**config.mk**
```make
export PLATFORM = sky130hd
export DESIGN_NAME = uart_row_loader
export DESIGN_NICKNAME = d
export VERILOG_FILES = /design/src/rtl/uart_row_loader_pkg.sv /design/src/rtl/uart_row_loader_byte_rx.sv /design/src/rtl/uart_row_loader.sv
export SDC_FILE = /design/constraint.sdc
export NUM_CORES = 1
export LEC_CHECK = 0
export ABC_AREA = 1
export BUFFER_PORTS_ARGS = -buffer_cell sky130_fd_sc_hd__buf_2
export CAP_MARGIN = 20
export CORE_ASPECT_RATIO = 1.4
export CORE_MARGIN = 10
export CORE_UTILIZATION = 39
export DETAILED_ROUTE_END_ITERATION = 12
export PLACE_DENSITY_LB_ADDON = 0.12
export SLEW_MARGIN = 20
export SYNTH_ARGS = -nofsm -noshare
export SYNTH_HDL_FRONTEND = slang
export SYNTH_SLANG_ARGS = --single-unit
```
**constraint.sdc**
```tcl
create_clock -name clk_in -period 4.2 [get_ports clk_in]
set_input_delay 0.21 -clock clk_in [delete_from_list [all_inputs] [get_ports clk_in]]
set_output_delay 0.21 -clock clk_in [all_outputs]
set_load 0.02 [all_outputs]
```
**src/rtl/uart_row_loader_pkg.sv**
```systemverilog
// rtl/uart_row_loader_pkg.sv - shared parser states, command byte and parameter defaults for the UART row loader
package uart_row_loader_pkg;

  // 16 MHz clk_in / 246154 baud
  localparam int DEF_UART_TICKS_PER_BIT      = 65;
  localparam int DEF_UART_TICKS_PER_BIT_SIZE = 7;
  localparam int DEF_PIXELS_PER_ROW          = 64;
  localparam int DEF_ROW_COUNT               = 32;

  // RAM address layout is {row[4:0], col[5:0]}
  localparam int ROW_W = 5;
  localparam int COL_W = 6;

  // Opens a row command; inside a row it is ordinary pixel data
  localparam logic [7:0] CMD_ROW = 8'h4C;

  // Silent-line limit for an open row, in bit-times
  localparam int TIMEOUT_BIT_TIMES = 20;

  typedef enum logic [1:0] {
    ST_IDLE   = 2'd0,
    ST_ROW    = 2'd1,
    ST_PIX_HI = 2'd2,
    ST_PIX_LO = 2'd3
  } parser_state_t;

endpackage

```
**src/rtl/uart_row_loader_byte_rx.sv**
```systemverilog
// rtl/uart_row_loader_byte_rx.sv - uart_byte_rx: synchronizer, tick counter and 8N1 shifter with byte_valid/framing_error
module uart_byte_rx
  import uart_row_loader_pkg::*;
#(
  parameter int UART_TICKS_PER_BIT      = DEF_UART_TICKS_PER_BIT,
  parameter int UART_TICKS_PER_BIT_SIZE = DEF_UART_TICKS_PER_BIT_SIZE
) (
  input  logic       clk_in,
  input  logic       reset,
  input  logic       uart_rx,
  output logic [7:0] byte_data,
  output logic       byte_valid,
  output logic       framing_error,
  output logic       rx_active
);

  localparam int TW = UART_TICKS_PER_BIT_SIZE;

  localparam logic [2:0] RX_IDLE      = 3'd0;
  localparam logic [2:0] RX_START     = 3'd1;
  localparam logic [2:0] RX_DATA      = 3'd2;
  localparam logic [2:0] RX_STOP      = 3'd3;
  localparam logic [2:0] RX_WAIT_HIGH = 3'd4;

  localparam logic [TW-1:0] TICK_LAST      = TW'(UART_TICKS_PER_BIT - 1);
  localparam logic [TW-1:0] TICK_HALF_LAST = TW'(UART_TICKS_PER_BIT / 2 - 1);

  logic          rx_meta_q, rx_sync_q, rx_prev_q;
  logic [2:0]    state_q, state_d;
  logic [TW-1:0] tick_q, tick_d;
  logic [2:0]    bit_q, bit_d;
  logic [7:0]    shift_q, shift_d;
  logic          byte_valid_q, byte_valid_d;
  logic          framing_error_q, framing_error_d;

  // Two-flop synchronizer plus one delayed copy for falling-edge detection; idles high
  always_ff @(posedge clk_in or posedge reset) begin
    if (reset) begin
      rx_meta_q <= 1'b1;
      rx_sync_q <= 1'b1;
      rx_prev_q <= 1'b1;
    end else begin
      rx_meta_q <= uart_rx;
      rx_sync_q <= rx_meta_q;
      rx_prev_q <= rx_sync_q;
    end
  end

  // Bit-level receive: verify start at mid-bit, then sample data and stop one bit-time apart
  always_comb begin
    state_d         = state_q;
    tick_d          = tick_q;
    bit_d           = bit_q;
    shift_d         = shift_q;
    byte_valid_d    = 1'b0;
    framing_error_d = 1'b0;
    case (state_q)
      RX_IDLE: begin
        if (rx_prev_q && !rx_sync_q) begin
          state_d = RX_START;
          tick_d  = '0;
        end
      end
      RX_START: begin
        if (tick_q == TICK_HALF_LAST) begin
          tick_d  = '0;
          bit_d   = '0;
          // A line that is high again at mid-start was a glitch
          state_d = rx_sync_q ? RX_IDLE : RX_DATA;
        end else begin
          tick_d = tick_q + 1'b1;
        end
      end
      RX_DATA: begin
        if (tick_q == TICK_LAST) begin
          tick_d  = '0;
          shift_d = {rx_sync_q, shift_q[7:1]};
          bit_d   = bit_q + 1'b1;
          if (bit_q == 3'd7) begin
            state_d = RX_STOP;
          end
        end else begin
          tick_d = tick_q + 1'b1;
        end
      end
      RX_STOP: begin
        if (tick_q == TICK_LAST) begin
          tick_d = '0;
          if (rx_sync_q) begin
            byte_valid_d = 1'b1;
            state_d      = RX_IDLE;
          end else begin
            framing_error_d = 1'b1;
            state_d         = RX_WAIT_HIGH;
          end
        end else begin
          tick_d = tick_q + 1'b1;
        end
      end
      RX_WAIT_HIGH: begin
        // A low stop bit could be mid-break; re-arm only once the line idles high
        if (rx_sync_q) begin
          state_d = RX_IDLE;
        end
      end
      default: state_d = RX_IDLE;
    endcase
  end

  // Receiver state registers
  always_ff @(posedge clk_in or posedge reset) begin
    if (reset) begin
      state_q         <= RX_IDLE;
      tick_q          <= '0;
      bit_q           <= '0;
      shift_q         <= '0;
      byte_valid_q    <= 1'b0;
      framing_error_q <= 1'b0;
    end else begin
      state_q         <= state_d;
      tick_q          <= tick_d;
      bit_q           <= bit_d;
      shift_q         <= shift_d;
      byte_valid_q    <= byte_valid_d;
      framing_error_q <= framing_error_d;
    end
  end

  assign byte_data     = shift_q;
  assign byte_valid    = byte_valid_q;
  assign framing_error = framing_error_q;
  assign rx_active     = (state_q != RX_IDLE);

endmodule

```
**src/rtl/uart_row_loader.sv**
```systemverilog
// rtl/uart_row_loader.sv - row-command parser writing 16-bit pixels to RAM; UART_ROW_LOADER_TIMEOUT_EN adds a stalled-row timeout
module uart_row_loader
  import uart_row_loader_pkg::*;
#(
  parameter int UART_TICKS_PER_BIT      = DEF_UART_TICKS_PER_BIT,
  parameter int UART_TICKS_PER_BIT_SIZE = DEF_UART_TICKS_PER_BIT_SIZE,
  parameter int PIXELS_PER_ROW          = DEF_PIXELS_PER_ROW,
  parameter int ROW_COUNT               = DEF_ROW_COUNT
) (
  input  logic        clk_in,
  input  logic        reset,
  input  logic        uart_rx,
  output logic [10:0] ram_write_addr,
  output logic [15:0] ram_write_data,
  output logic        ram_write_enable,
  output logic        row_done,
  output logic        frame_error,
  output logic        busy
);

  localparam logic [COL_W-1:0] COL_LAST = COL_W'(PIXELS_PER_ROW - 1);

  logic [7:0] rx_byte;
  logic       rx_byte_valid;
  logic       rx_framing_error;
  logic       rx_active;
  logic       timeout_hit;

  parser_state_t    state_q, state_d;
  logic [ROW_W-1:0] row_q, row_d;
  logic [COL_W-1:0] col_q, col_d;
  logic [7:0]       hi_q, hi_d;
  logic [10:0]      addr_q, addr_d;
  logic [15:0]      data_q, data_d;
  logic             we_q, we_d;
  logic             row_done_q, row_done_d;
  logic             frame_error_q, frame_error_d;

  uart_byte_rx #(
    .UART_TICKS_PER_BIT      (UART_TICKS_PER_BIT),
    .UART_TICKS_PER_BIT_SIZE (UART_TICKS_PER_BIT_SIZE)
  ) u_byte_rx (
    .clk_in        (clk_in),
    .reset         (reset),
    .uart_rx       (uart_rx),
    .byte_data     (rx_byte),
    .byte_valid    (rx_byte_valid),
    .framing_error (rx_framing_error),
    .rx_active     (rx_active)
  );

`ifdef UART_ROW_LOADER_TIMEOUT_EN
  localparam int TIMEOUT_TICKS = TIMEOUT_BIT_TIMES * UART_TICKS_PER_BIT;
  localparam int TIMEOUT_W     = $clog2(TIMEOUT_TICKS);
  localparam logic [TIMEOUT_W-1:0] TIMEOUT_LAST = TIMEOUT_W'(TIMEOUT_TICKS - 1);

  logic [TIMEOUT_W-1:0] idle_ticks_q, idle_ticks_d;

  // Count silent-line ticks while a row command is open; any reception restarts the count
  always_comb begin
    idle_ticks_d = idle_ticks_q;
    timeout_hit  = 1'b0;
    if (state_q == ST_IDLE || rx_active) begin
      idle_ticks_d = '0;
    end else if (idle_ticks_q == TIMEOUT_LAST) begin
      idle_ticks_d = '0;
      timeout_hit  = 1'b1;
    end else begin
      idle_ticks_d = idle_ticks_q + 1'b1;
    end
  end

  // Timeout counter register
  always_ff @(posedge clk_in or posedge reset) begin
    if (reset) begin
      idle_ticks_q <= '0;
    end else begin
      idle_ticks_q <= idle_ticks_d;
    end
  end
`else
  logic unused_rx_active;
  assign unused_rx_active = rx_active;
  assign timeout_hit      = 1'b0;
`endif

  // Byte-level parser: 'L', row index, then hi/lo byte pairs until the row is full
  always_comb begin
    state_d       = state_q;
    row_d         = row_q;
    col_d         = col_q;
    hi_d          = hi_q;
    addr_d        = addr_q;
    data_d        = data_q;
    we_d          = 1'b0;
    row_done_d    = 1'b0;
    frame_error_d = 1'b0;
    if (rx_framing_error || timeout_hit) begin
      // Abort whatever was open; already-written pixels stay in RAM
      frame_error_d = 1'b1;
      state_d       = ST_IDLE;
    end else if (rx_byte_valid) begin
      case (state_q)
        ST_IDLE: begin
          if (rx_byte == CMD_ROW) begin
            state_d = ST_ROW;
          end
        end
        ST_ROW: begin
          if (int'(rx_byte) < ROW_COUNT) begin
            row_d   = rx_byte[ROW_W-1:0];
            col_d   = '0;
            state_d = ST_PIX_HI;
          end else begin
            frame_error_d = 1'b1;
            state_d       = ST_IDLE;
          end
        end
        ST_PIX_HI: begin
          hi_d    = rx_byte;
          state_d = ST_PIX_LO;
        end
        ST_PIX_LO: begin
          addr_d = {row_q, col_q};
          data_d = {hi_q, rx_byte};
          we_d   = 1'b1;
          if (col_q == COL_LAST) begin
            // Row complete: never roll col over into another row
            row_done_d = 1'b1;
            state_d    = ST_IDLE;
          end else begin
            col_d   = col_q + 1'b1;
            state_d = ST_PIX_HI;
          end
        end
        default: state_d = ST_IDLE;
      endcase
    end
  end

  // Parser and output registers; address/data hold between write strobes
  always_ff @(posedge clk_in or posedge reset) begin
    if (reset) begin
      state_q       <= ST_IDLE;
      row_q         <= '0;
      col_q         <= '0;
      hi_q          <= '0;
      addr_q        <= '0;
      data_q        <= '0;
      we_q          <= 1'b0;
      row_done_q    <= 1'b0;
      frame_error_q <= 1'b0;
    end else begin
      state_q       <= state_d;
      row_q         <= row_d;
      col_q         <= col_d;
      hi_q          <= hi_d;
      addr_q        <= addr_d;
      data_q        <= data_d;
      we_q          <= we_d;
      row_done_q    <= row_done_d;
      frame_error_q <= frame_error_d;
    end
  end

  assign ram_write_addr   = addr_q;
  assign ram_write_data   = data_q;
  assign ram_write_enable = we_q;
  assign row_done         = row_done_q;
  assign frame_error      = frame_error_q;
  assign busy             = (state_q != ST_IDLE);

endmodule

```
==> impl_summary.log, run 1 <==
INFO  metric cp.arrival = 2.11 ns
INFO  metric postSynthCellCount = 402
INFO  metric drc_errors = 0
INFO  metric htree_num_levels = 3
INFO  metric fp.coreArea = 8608 um^2
INFO  metric finalNetCount = 449
INFO  metric global_route.overflow_total = 0
INFO  metric yosys_register_bits = 77
INFO  metric run_status = complete, no violations
INFO  metric portBuffers = 33
INFO  metric post-dp-hpwl = 4.923 mm
INFO  metric dominantRegCellSynth = sky130_fd_sc_hd__dfrtp_1
INFO  metric die-height = 131.1 um
INFO  metric max_stage_delay = 0.50 ns
INFO  metric reg2reg_to = ram_write_addr[5]
INFO  metric starting_density_of_the_core = 0.3996
INFO  metric drt-initial-drc-count = 144
INFO  metric clock_latency = 0.34 ns
INFO  metric timing.final.hold_violations = 0
INFO  metric tritoncts_num_sinks = 77
INFO  metric synth_edf_count = 0
INFO  metric worst-path-max-fanout = 39
INFO  metric crit_path_end_kind = flop
INFO  metric drv_slew = 0
INFO  metric dieWidth = 99.37 um
INFO  metric regToRegSetupSlack = 2.31 ns
INFO  metric crit_family = buffers and inverters
INFO  metric grt_first_pass_wirelength = 12.63 mm
INFO  metric timing.slew.headroom = 0.4213
INFO  metric grt_pass1_vias = 2658
INFO  metric asyncSetResetFlopFracSynth = 1.000
INFO  metric mappedNetlistNets = 410
INFO  metric post_route_cells_drive_above_1_share = 0.1532
INFO  metric yosys.area.top_type = sky130_fd_sc_hd__dfrtp_1
INFO  metric crit_top_cell = sky130_fd_sc_hd__nand2_1
INFO  metric path_buf_inv = 3
INFO  metric synth_top_cells_by_count = sky130_fd_sc_hd__nand2_1 (150), sky130_fd_sc_hd__dfrtp_1 (74), sky130_fd_sc_hd__o21ai_0 (44)
INFO  metric worst-endpoint-required = 4.42 ns
INFO  metric antenna_cells = 0
INFO  metric timing.critical_path.from_type = flop
INFO  metric maxCapViolCount = 0
INFO  metric die_area = 13030 um^2
INFO  metric hold_buffers = 1
INFO  metric min_period = 1.889 ns
INFO  metric ys_warn_count = 0
INFO  metric powerDensity = 463.4 nW/um^2
INFO  metric fin_util = 0.4638
INFO  metric synth.most_common_cell = sky130_fd_sc_hd__nand2_1
INFO  metric syn-mean-instance-area = 8.556 um^2
INFO  metric drt-pass1-iter-count = 4
INFO  metric dr_total_vias = 2640
INFO  metric rsz0062_at_grt = no
INFO  metric layout_worst_path_cycle_share = 0.4497
INFO  metric yosys.area.top_type_share = 0.5384
INFO  metric placement_rows = 40
INFO  metric number_of_antenna_violations_at_the_first_check_in_global_routing = 0
INFO  metric num_io_pins = 34
INFO  metric fmaxAchievable = 529.5 MHz
INFO  metric power_leakage = 2.125 nW
INFO  metric finalWirelength = 6.950 mm
INFO  metric fin_worst_hold_slack = 0.05660 ns
INFO  metric fin_tns_setup = 0 ns
INFO  metric r2r.worst_path.cells = 7
INFO  metric rr_startpoint = state_q[0]
INFO  metric tritoncts = built
INFO  metric worst_path_max_delay_cell = sky130_fd_sc_hd__clkinv_1
INFO  metric cts_setup_buffers = 0
INFO  metric synth_area = 3440 um^2
INFO  metric timing_worst_setup_path_type = flop to flop
INFO  metric post_drt_via_cell_ratio = 4.809
INFO  metric clock-skew-final = 0.005855 ns
INFO  metric seq_total_area_yosys = 0.5613
INFO  metric cts_buffers = 9
INFO  metric routedWlPerCell = 12.66 um
INFO  metric cts.clk_slew.worst_paths = 0.06 ns
INFO  metric grt_use_total = 0.1170
INFO  metric cts.path.max_buffers = 2
INFO  metric area_delta_synth_final = 16.08%
INFO  metric setup_viol = 0
INFO  metric clock-root-buffer = sky130_fd_sc_hd__clkbuf_16
INFO  metric ir_worst_vdd = 268.3 uV
INFO  metric synthTopCellsByArea = sky130_fd_sc_hd__dfrtp_1 (54%), sky130_fd_sc_hd__nand2_1 (16%), sky130_fd_sc_hd__o21ai_0 (6.4%)
INFO  metric transition_time_of_the_tightest_slew_check_pin = 0.8667 ns
INFO  metric ant_nets = 0
INFO  metric worstPathCellList = inv_2, nor2_1, nand2_1, buf_4, clkinv_1, nand2_1, nand2_1
INFO  metric pin_count_of_the_biggest_net_entering_global_routing = 43
INFO  metric synth.distinct_cells = 29
INFO  metric globalplace.congestion = 0.8115
INFO  metric min-delay-path-class = input port to asynchronous set/reset pin
INFO  metric cts_resized = 0
registers in the layout (all words and copies together) (netlist names):
name and flops:
col_q 6, ram_write_enable 1, u_byte_rx.byte_valid 1, u_byte_rx.state_q 3
u_byte_rx.rx_meta_q 1, row_done 1, ram_write_addr 11, frame_error 1
hi_q 8, u_byte_rx.byte_data 8, u_byte_rx.rx_sync_q 1, state_q 2
ram_write_data 16, row_q 5, u_byte_rx.framing_error 1, u_byte_rx.bit_q 3
u_byte_rx.rx_prev_q 1, u_byte_rx.tick_q 7
logic make-up after synthesis:
| family | Yosys count | synth area share |
|---|---|---|
| compound gates | 50 | 0.07784 |
| buf+inv | 52 | 0.06693 |
| xor+xnor | 1 | 0.002547 |
| fa+ha+maj | 5 | 0.01819 |
| flops | 77 | 0.5613 |
| simple gates | 217 | 0.2732 |
how the worst max path moves through the flow:
| stage | startpoint | endpoint | slack, ns | cells past startpoint |
|---|---|---|---|---|
| floorplan | reset | col_q[0] | 2.03 | 1 |
| global placement | state_q[0] | ram_write_addr[5] | 2.34 | 7 |
| detailed placement | state_q[0] | ram_write_addr[5] | 2.28 | 7 |
| CTS | state_q[0] | ram_write_addr[5] | 2.25 | 7 |
| global route | state_q[0] | ram_write_addr[5] | 2.01 | 7 |
| finish | state_q[0] | ram_write_addr[5] | 2.31 | 7 |
per-stage QoR:
step                cell area, um^2  setup WS [ns]  instances  power (mW)
floorplan                      3440          2.028        402       1.013
global placement               3686          2.341        534       1.071
detailed placement             3686          2.284        534       1.071
CTS                            3993          2.249        549       1.872
global route                   3993          2.009        549       1.942
finish                         3993          2.311        549       1.850
per-layer routing:
| metal | GRT usage | share of wire | wire length (um) |
|---|---|---|---|
| met5 | 0 | 0 | 0 |
| met4 | 0.06310 | 0.027 | 189 |
| met3 | 0.03620 | 0.047 | 326 |
| met2 | 0.1831 | 0.48 | 3303 |
| met1 | 0.1388 | 0.45 | 3131 |
cells in the final DEF, fill, tap and decap left out:
cell	count
sky130_fd_sc_hd__dfrtp_1	74
sky130_fd_sc_hd__nor3_4	1
sky130_fd_sc_hd__nor3_1	2
sky130_fd_sc_hd__clkbuf_16	9
sky130_fd_sc_hd__buf_4	2
sky130_fd_sc_hd__o21ai_2	4
sky130_fd_sc_hd__and3_1	1
sky130_fd_sc_hd__inv_2	6
sky130_fd_sc_hd__buf_2	33
sky130_fd_sc_hd__nand3_1	29
sky130_fd_sc_hd__clkinv_1	1
sky130_fd_sc_hd__nand4_1	7
sky130_fd_sc_hd__nor2_4	1
sky130_fd_sc_hd__o21ai_0	44
sky130_fd_sc_hd__ha_1	5
sky130_fd_sc_hd__dlygate4sd3_1	1
sky130_fd_sc_hd__nor2_2	1
sky130_fd_sc_hd__bufinv_16	2
sky130_fd_sc_hd__xor2_1	1
sky130_fd_sc_hd__dfstp_2	3
sky130_fd_sc_hd__clkbuf_1	3
sky130_fd_sc_hd__nand2_1	150
sky130_fd_sc_hd__or2_2	1
sky130_fd_sc_hd__nor2_1	19
sky130_fd_sc_hd__nor2_8	1
sky130_fd_sc_hd__nand3_2	1
sky130_fd_sc_hd__o211ai_1	1
sky130_fd_sc_hd__a21oi_1	1
sky130_fd_sc_hd__nand3_4	1
sky130_fd_sc_hd__nand2_2	2
sky130_fd_sc_hd__inv_1	37
layout make-up:
class | instances | area, um^2
clock inverter | 2 | 60.06
timing repair buffer | 36 | 190.2
fill | 863 | 4616
clock buffer | 12 | 236.5
inverter | 44 | 165.2
multi-input combinational | 273 | 1279
sequential | 77 | 1931
tap | 105 | 131.4
report_power, final:
| group | internal [mW] | leakage [nW] | switching (mW) |
|---|---|---|---|
| sequential | 0.773 | 1.06 | 0.0416 |
| clock | 0.514 | 0.143 | 0.278 |
| combinational | 0.0747 | 0.923 | 0.169 |
No activity file was read; power rests on OpenSTA's default activity.
==> inputs of run 2 (changes only) <==
- ABC_AREA: 1 -> 0
- clock period: 4.2 -> 1.95 ns (I/O delays scaled with it)
==> impl_summary.log, run 2 <==
INFO  metric run_status = complete, no violations
INFO  metric worstPathCellList = ha_1, and4bb_2, nand3_1, or4_1, a21oi_1
INFO  metric rsz0062_at_grt = no
INFO  metric placement_rows = 40 (unchanged)
INFO  metric yosys_register_bits = 77 (unchanged)
INFO  metric htree_num_levels = 3 (unchanged)
INFO  metric ys_warn_count = 0 (unchanged)
INFO  metric synthTopCellsByArea = sky130_fd_sc_hd__dfrtp_1 (55%), sky130_fd_sc_hd__nand2_1 (11%), sky130_fd_sc_hd__mux2_2 (4.3%)
INFO  metric transition_time_of_the_tightest_slew_check_pin = 0.6035 ns (-0.2633 ns)
INFO  metric share_of_total_power_in_the_clock_network = 0.473 (+0.045)
INFO  metric swShare = 0.2298 (-0.03409)
INFO  metric finalWirelength = 7.225 mm (+4.0%)
INFO  metric synth_area = 3374 um^2 (-1.9%)
INFO  metric fp.coreArea = 8508 um^2 (-1.2%)
INFO  metric tritoncts_num_sinks = 77 (unchanged)
INFO  metric grt_use_total = 0.1181 (+0.001168)
INFO  metric timing_worst_setup_path_type = flop to flop
INFO  metric routedWlPerCell = 15.12 um (+19%)
INFO  metric fmaxAchievable = 584.9 MHz (+10%)
INFO  metric setup_viol = 0 (unchanged)
INFO  metric most_frequent_standard_cell_in_the_layout_excluding_fill_and_tap_cells = sky130_fd_sc_hd__nand2_1
INFO  metric global_route.overflow_total = 0 (unchanged)
INFO  metric clock-skew-final = 0.004211 ns (-0.001644 ns)
INFO  metric yosys.area.top_type = sky130_fd_sc_hd__dfrtp_1
INFO  metric dieWidth = 98.62 um (-0.76%)
INFO  metric ir_worst_vdd = 559.3 uV (+110%)
INFO  metric dominantRegCellSynth = sky130_fd_sc_hd__dfrtp_1
INFO  metric yosys.area.top_type_share = 0.5488 (+0.01038)
INFO  metric num_io_pins = 34 (unchanged)
INFO  metric asyncSetResetFlopFracSynth = 1.000 (unchanged)
INFO  metric crit_path_end_kind = flop
INFO  metric drc_errors = 0 (unchanged)
INFO  metric highest_count_cells_in_the_layout_ignoring_fill_and_taps = sky130_fd_sc_hd__nand2_1 (100), sky130_fd_sc_hd__dfrtp_1 (74), sky130_fd_sc_hd__buf_2 (33), sky130_fd_sc_hd__nand3_1 (18), sky130_fd_sc_hd__nor2_1 (14)
INFO  metric min_period = 1.710 ns (-0.1790 ns)
INFO  metric area_delta_synth_final = 21.65%
INFO  metric synth_edf_count = 0 (unchanged)
INFO  metric timing.final.hold_violations = 0 (unchanged)
INFO  metric hold_buffers = 2 (+1)
INFO  metric layout_worst_path_cycle_share = 0.8767 (+0.4271)
INFO  metric pin_count_of_the_biggest_net_entering_global_routing = 31 (-28%)
INFO  metric nFillCells = 828 (-4.1%)
INFO  metric power.share.combinational = 0.091 (-0.040)
INFO  metric worst_path_max_delay_cell = sky130_fd_sc_hd__or4_1
INFO  metric fin_worst_hold_slack = 0.3543 ns (+0.2977 ns)
INFO  metric fin_util = 0.4825 (+0.01869)
INFO  metric syn-mean-instance-area = 10.45 um^2 (+22%)
INFO  metric grt_first_pass_wirelength = 12.24 mm (-3.1%)
INFO  metric worst-endpoint-required = 2.21 ns (-2.21 ns)
INFO  metric final-instance-count-excl-fill = 478 (-13%)
INFO  metric mappedNetlistNets = 331 (-19%)
INFO  metric post-dp-hpwl = 5.157 mm (+4.8%)
INFO  metric portBuffers = 33 (unchanged)
INFO  metric die_area = 12830 um^2 (-1.6%)
INFO  metric crit_family = simple AND/OR/NAND/NOR gates
INFO  metric drt-initial-drc-count = 77 (-47%)
INFO  metric min-delay-path-class = flop to flop
INFO  metric place_inst = 460 (-14%)
INFO  metric cp.arrival = 1.97 ns (-0.14 ns)
INFO  metric starting_density_of_the_core = 0.3966 (-0.002946)
INFO  metric power_leakage = 2.150 nW (+1.2%)
INFO  metric maxCapViolCount = 0 (unchanged)
INFO  metric postSynthCellCount = 323 (-20%)
INFO  metric antenna_cells = 0 (unchanged)
INFO  metric ant_nets = 0 (unchanged)
INFO  metric grt_pass1_vias = 2446 (-8.0%)
INFO  metric max_stage_delay = 0.44 ns (-0.06 ns)
INFO  metric synth.distinct_cells = 47 (+62%)
INFO  metric drv_slew = 0 (unchanged)
INFO  metric clock_latency = 0.33 ns (about the same)
INFO  metric dr_total_vias = 2429 (-8.0%)
INFO  metric seq_power_share = 0.436 (-0.004)
INFO  metric cts_buffers = 9 (unchanged)
INFO  metric number_of_antenna_violations_at_the_first_check_in_global_routing = 0 (unchanged)
INFO  metric internal_power_consumption = 3.195 mW (+130%)
INFO  metric finalNetCount = 376 (-16%)
INFO  metric drt-pass1-iter-count = 4 (unchanged)
INFO  metric clock-root-buffer = sky130_fd_sc_hd__clkbuf_16
INFO  metric seq_total_area_yosys = 0.5721 (+0.01082)
INFO  metric synth.most_common_cell = sky130_fd_sc_hd__nand2_1
INFO  metric cts.path.max_buffers = 2 (unchanged)
INFO  metric post_drt_via_cell_ratio = 5.082 (+5.7%)
INFO  metric fin_tns_setup = 0 ns (unchanged)
INFO  metric p_switching = 0.9532 mW (+95%)
INFO  metric die-height = 130.1 um (-0.80%)
INFO  metric cts_resized = 0 (unchanged)
INFO  metric cts_setup_buffers = 0 (unchanged)
INFO  metric globalplace.congestion = 0.8315 (+2.5%)
INFO  metric timing.critical_path.from_type = flop
INFO  metric largest_reg_flops = 16 (unchanged)
INFO  metric synth_top_cells_by_count = sky130_fd_sc_hd__nand2_1 (100), sky130_fd_sc_hd__dfrtp_1 (74), sky130_fd_sc_hd__nand3_1 (18)
INFO  metric powerDensity = 1011 nW/um^2 (+120%)
INFO  metric worst-path-max-fanout = 5 (-87%)
INFO  metric tritoncts = built
INFO  metric cts.clk_slew.worst_paths = 0.06 ns (about the same)
INFO  metric post_route_cells_drive_above_1_share = 0.2466 (+0.09350)
INFO  metric timing.slew.headroom = 0.5968 (+0.1755)
INFO  metric path_buf_inv = 0 (-3)
==> run 2: power by group through the flow <==
stage / Combinational, mW / Clock, mW / Sequential [mW]
floorplan: 0.319 / 0 / 1.78
global placement: 0.379 / 0 / 1.83
detailed placement: 0.376 / 0 / 1.83
CTS: 0.381 / 2.02 / 1.80
global route: 0.435 / 2.07 / 1.82
finish: 0.376 / 1.96 / 1.81
==> run 2: cells by family after synthesis <==
logic type | share of synthesized area
adder cells (fa/ha/maj) | 0.01854
AO/OA/AOI/OAI | 0.07230
AND/OR/NAND/NOR | 0.2214
flip-flops | 0.5721
buffers and inverters | 0.02818
XOR/XNOR | 0.002596
multiplexers | 0.08491
==> run 2: per-layer routing <==
layer	GRT usage	share of wire	up-vias
met3	0.02963	0.041	11
met2	0.1995	0.51	50
met1	0.1356	0.43	1168
met5	0	0	-
li1	-	-	1200
met4	0.06086	0.024	0
==> run 2: worst reg2reg max path, stage by stage, from the launching register on <==
cell                       delay [ns]
sky130_fd_sc_hd__dfrtp_1         0.41
sky130_fd_sc_hd__ha_1            0.26
sky130_fd_sc_hd__and4bb_2        0.26
sky130_fd_sc_hd__nand3_1         0.13
sky130_fd_sc_hd__or4_1           0.44
sky130_fd_sc_hd__a21oi_1         0.13
==> run 2: area by class of cell <==
cell class / count / area [um^2] / share of cell area
Clock buffer: 13 / 270.3 / 0.06583
Clock inverter: 3 / 90.09 / 0.02194
Inverter: 8 / 33.78 / 0.008229
Multi-Input combinational cell: 225 / 1349 / 0.3286
Sequential cell: 77 / 1931 / 0.4703
Tap cell: 105 / 131.4 / 0.03200
Timing Repair Buffer: 47 / 300.3 / 0.07315
==> run 2: worst paths after layout <==
kind | endpoint | start | slack [ns] | cells past startpoint
worst min register to register | u_byte_rx.rx_sync_q | u_byte_rx.rx_meta_q | 0.35 | 0
worst max-delay path | u_byte_rx.state_q[1] | u_byte_rx.tick_q[0] | 0.24 | 5
max in group asynchronous | u_byte_rx.rx_meta_q | reset | 0.96 | 4
worst min-delay path | u_byte_rx.rx_sync_q | u_byte_rx.rx_meta_q | 0.35 | 0
min in group asynchronous | ram_write_data[3] | reset | 0.39 | 3
worst max register to register | u_byte_rx.state_q[1] | u_byte_rx.tick_q[0] | 0.24 | 5
==> run 2: through the flow <==
stage          instance area, um^2  worst slack, ns  power, mW
5_1_grt                       4105           0.1220      4.330
4_1_cts                       4105           0.2356      4.204
6_report                      4105           0.2404      4.149
3_3_place_gp                  3725           0.2797      2.210
3_5_place_dp                  3725           0.2600      2.208
2_1_floorplan                 3378           0.3199      2.096
==> inputs of run 3 (changes only) <==
- clock period: 1.95 -> 1.9 ns (I/O delays scaled with it)
==> impl_summary.log, run 3 (synthesis results as in run 2) <==
INFO  metric transition_time_of_the_tightest_slew_check_pin = 0.5753 ns (-0.02823 ns)
INFO  metric layout_worst_path_cycle_share = 0.8991 (+0.02242)
INFO  metric tritoncts = built
INFO  metric final_area = 4046 um^2 (-1.4%)
INFO  metric min-delay-path-class = flop to flop
INFO  metric powerDensity = 952.5 nW/um^2 (-5.7%)
INFO  metric cts_resized = 0 (unchanged)
INFO  metric die-height = 130.1 um (unchanged)
INFO  metric area_delta_synth_final = 19.91%
INFO  metric highest_count_cells_in_the_layout_ignoring_fill_and_taps = sky130_fd_sc_hd__nand2_1 (100), sky130_fd_sc_hd__dfrtp_1 (74), sky130_fd_sc_hd__buf_2 (33), sky130_fd_sc_hd__nand3_1 (18), sky130_fd_sc_hd__nor2_1 (14)
INFO  metric die_area = 12830 um^2 (unchanged)
INFO  metric finalWirelength = 7.432 mm (+2.9%)
INFO  metric timing_worst_setup_path_type = flop to flop
INFO  metric worst-path-max-fanout = 9 (+4)
INFO  metric finalNetCount = 379 (+0.80%)
INFO  metric min_period = 1.708 ns (-0.001233 ns)
INFO  metric hold_buffers = 2 (unchanged)
INFO  metric grt_pass1_vias = 2523 (+3.1%)
INFO  metric timing.final.hold_violations = 0 (unchanged)
INFO  metric antenna_cells = 0 (unchanged)
INFO  metric global_route.overflow_total = 0 (unchanged)
INFO  metric run_status = complete, no violations
INFO  metric tritoncts_num_sinks = 77 (unchanged)
INFO  metric seqCellArea = 1931 um^2 (unchanged)
INFO  metric pin_count_of_the_biggest_net_entering_global_routing = 31 (unchanged)
INFO  metric multiInputGateArea = 1349 um^2 (unchanged)
INFO  metric placement_rows = 40 (unchanged)
INFO  metric cts.clk_slew.worst_paths = 0.06 ns (about the same)
INFO  metric fin_tns_setup = 0 ns (unchanged)
INFO  metric clock-skew-final = 0.006631 ns (+0.002420 ns)
INFO  metric power_leakage = 2.125 nW (-1.1%)
INFO  metric grt_first_pass_wirelength = 12.58 mm (+2.8%)
INFO  metric nFillCells = 810 (-2.2%)
INFO  metric cts_buffers = 9 (unchanged)
INFO  metric hold_start = u_byte_rx.rx_meta_q
INFO  metric timing.slew.headroom = 0.6157 (+0.01886)
INFO  metric fp.coreArea = 8508 um^2 (unchanged)
INFO  metric post-dp-hpwl = 5.318 mm (+3.1%)
INFO  metric cp.arrival = 1.93 ns (-0.04 ns)
INFO  metric timing.critical_path.from_type = flop
INFO  metric maxCapViolCount = 0 (unchanged)
INFO  metric starting_density_of_the_core = 0.3966 (unchanged)
INFO  metric setup.worst_path.start = u_byte_rx.tick_q[3]
INFO  metric drc_errors = 0 (unchanged)
INFO  metric ant_nets = 0 (unchanged)
INFO  metric worst-endpoint-required = 2.12 ns (-0.09 ns)
INFO  metric most_frequent_standard_cell_in_the_layout_excluding_fill_and_tap_cells = sky130_fd_sc_hd__nand2_1
INFO  metric post_drt_via_cell_ratio = 5.102 (+0.40%)
INFO  metric htree_num_levels = 3 (unchanged)
INFO  metric cts_setup_buffers = 0 (unchanged)
INFO  metric setup_viol = 0 (unchanged)
INFO  metric fmaxAchievable = 585.4 MHz (about the same)
INFO  metric portBuffers = 33 (unchanged)
INFO  metric drt-initial-drc-count = 66 (-14%)
INFO  metric fin_util = 0.4756 (-0.006912)
INFO  metric post_route_cells_drive_above_1_share = 0.2527 (+0.006011)
INFO  metric rsz0062_at_grt = no
INFO  metric grt_use_total = 0.1219 (+0.003745)
INFO  metric detailed_place.area = 3747 um^2 (+0.60%)
INFO  metric num_io_pins = 34 (unchanged)
INFO  metric globalplace.congestion = 0.8345 (+0.36%)
INFO  metric crit_path_end_kind = flop
INFO  metric ir_worst_vdd = 567.1 uV (+1.4%)
INFO  metric cts.path.max_buffers = 2 (unchanged)
INFO  metric routedWlPerCell = 15.45 um (+2.2%)
INFO  metric drv_slew = 0 (unchanged)
INFO  metric clock-root-buffer = sky130_fd_sc_hd__clkbuf_16
INFO  metric clock_latency = 0.34 ns (about the same)
INFO  metric largest_reg_flops = 16 (unchanged)
INFO  metric drt-pass1-iter-count = 4 (unchanged)
INFO  metric dieWidth = 98.62 um (unchanged)
INFO  metric rr_startpoint = u_byte_rx.tick_q[3]
INFO  metric number_of_antenna_violations_at_the_first_check_in_global_routing = 0 (unchanged)
INFO  metric dr_total_vias = 2454 (+1.0%)
## run 3: changes by cell type in the layout (fill, tap and decap cells not counted), sizes merged
| cell | delta |
|---|---|
| clkbuf | -1 |
| clkinvlp | +1 |
| clkinv | +3 |
| bufinv | -3 |
| buf | +3 |
## run 3: area by class of cell
cell class / count / share of cell area
Timing Repair Buffer: 50 / 0.07978
Tap cell: 105 / 0.03247
Sequential cell: 77 / 0.4771
Inverter: 8 / 0.008349
Clock buffer: 12 / 0.06339
Clock inverter: 4 / 0.005566
Multi-Input combinational cell: 225 / 0.3333
## run 3: worst max-delay path: stages, from the launching register on
cell	delay, ns
sky130_fd_sc_hd__dfrtp_1	0.49
sky130_fd_sc_hd__nor4_4	0.33
sky130_fd_sc_hd__and4_1	0.31
sky130_fd_sc_hd__nand2_4	0.14
sky130_fd_sc_hd__mux2_4	0.32
## run 3: stage by stage
step	power, mW	setup WS (ns)	instances	hold WS [ns]
floorplan	2.151	0.2699	323	0.09948
global placement	2.271	0.2449	463	0.1884
detailed placement	2.282	0.2013	463	0.1864
CTS	3.899	0.2018	481	0.3559
global route	4.030	0.06394	481	0.3610
finish	3.854	0.1916	481	0.3542
## run 3: layer usage
layer,global-route usage,up-vias,routed length (um)
met5,0,-,0
met2,0.2118,34,3877
met3,0.03968,8,304
li1,-,1195,-
met4,0.05156,0,129
met1,0.1336,1217,3120
## run 3: path summary, 6_finish.rpt
| kind | to | slack [ns] | cells after the start |
|---|---|---|---|
| max | u_byte_rx.byte_data[5] | 0.19 | 4 |
| min | u_byte_rx.rx_sync_q | 0.35 | 0 |
| max reg2reg | u_byte_rx.byte_data[5] | 0.19 | 4 |
| min reg2reg | u_byte_rx.rx_sync_q | 0.35 | 0 |
| max in group asynchronous | u_byte_rx.rx_sync_q | 0.93 | 4 |
| min in group asynchronous | row_done | 0.37 | 3 |
## run 3: where the power goes
part           switching [mW]  internal (mW)
sequential              0.141           1.72
clock                   0.646          0.948
combinational           0.223          0.180
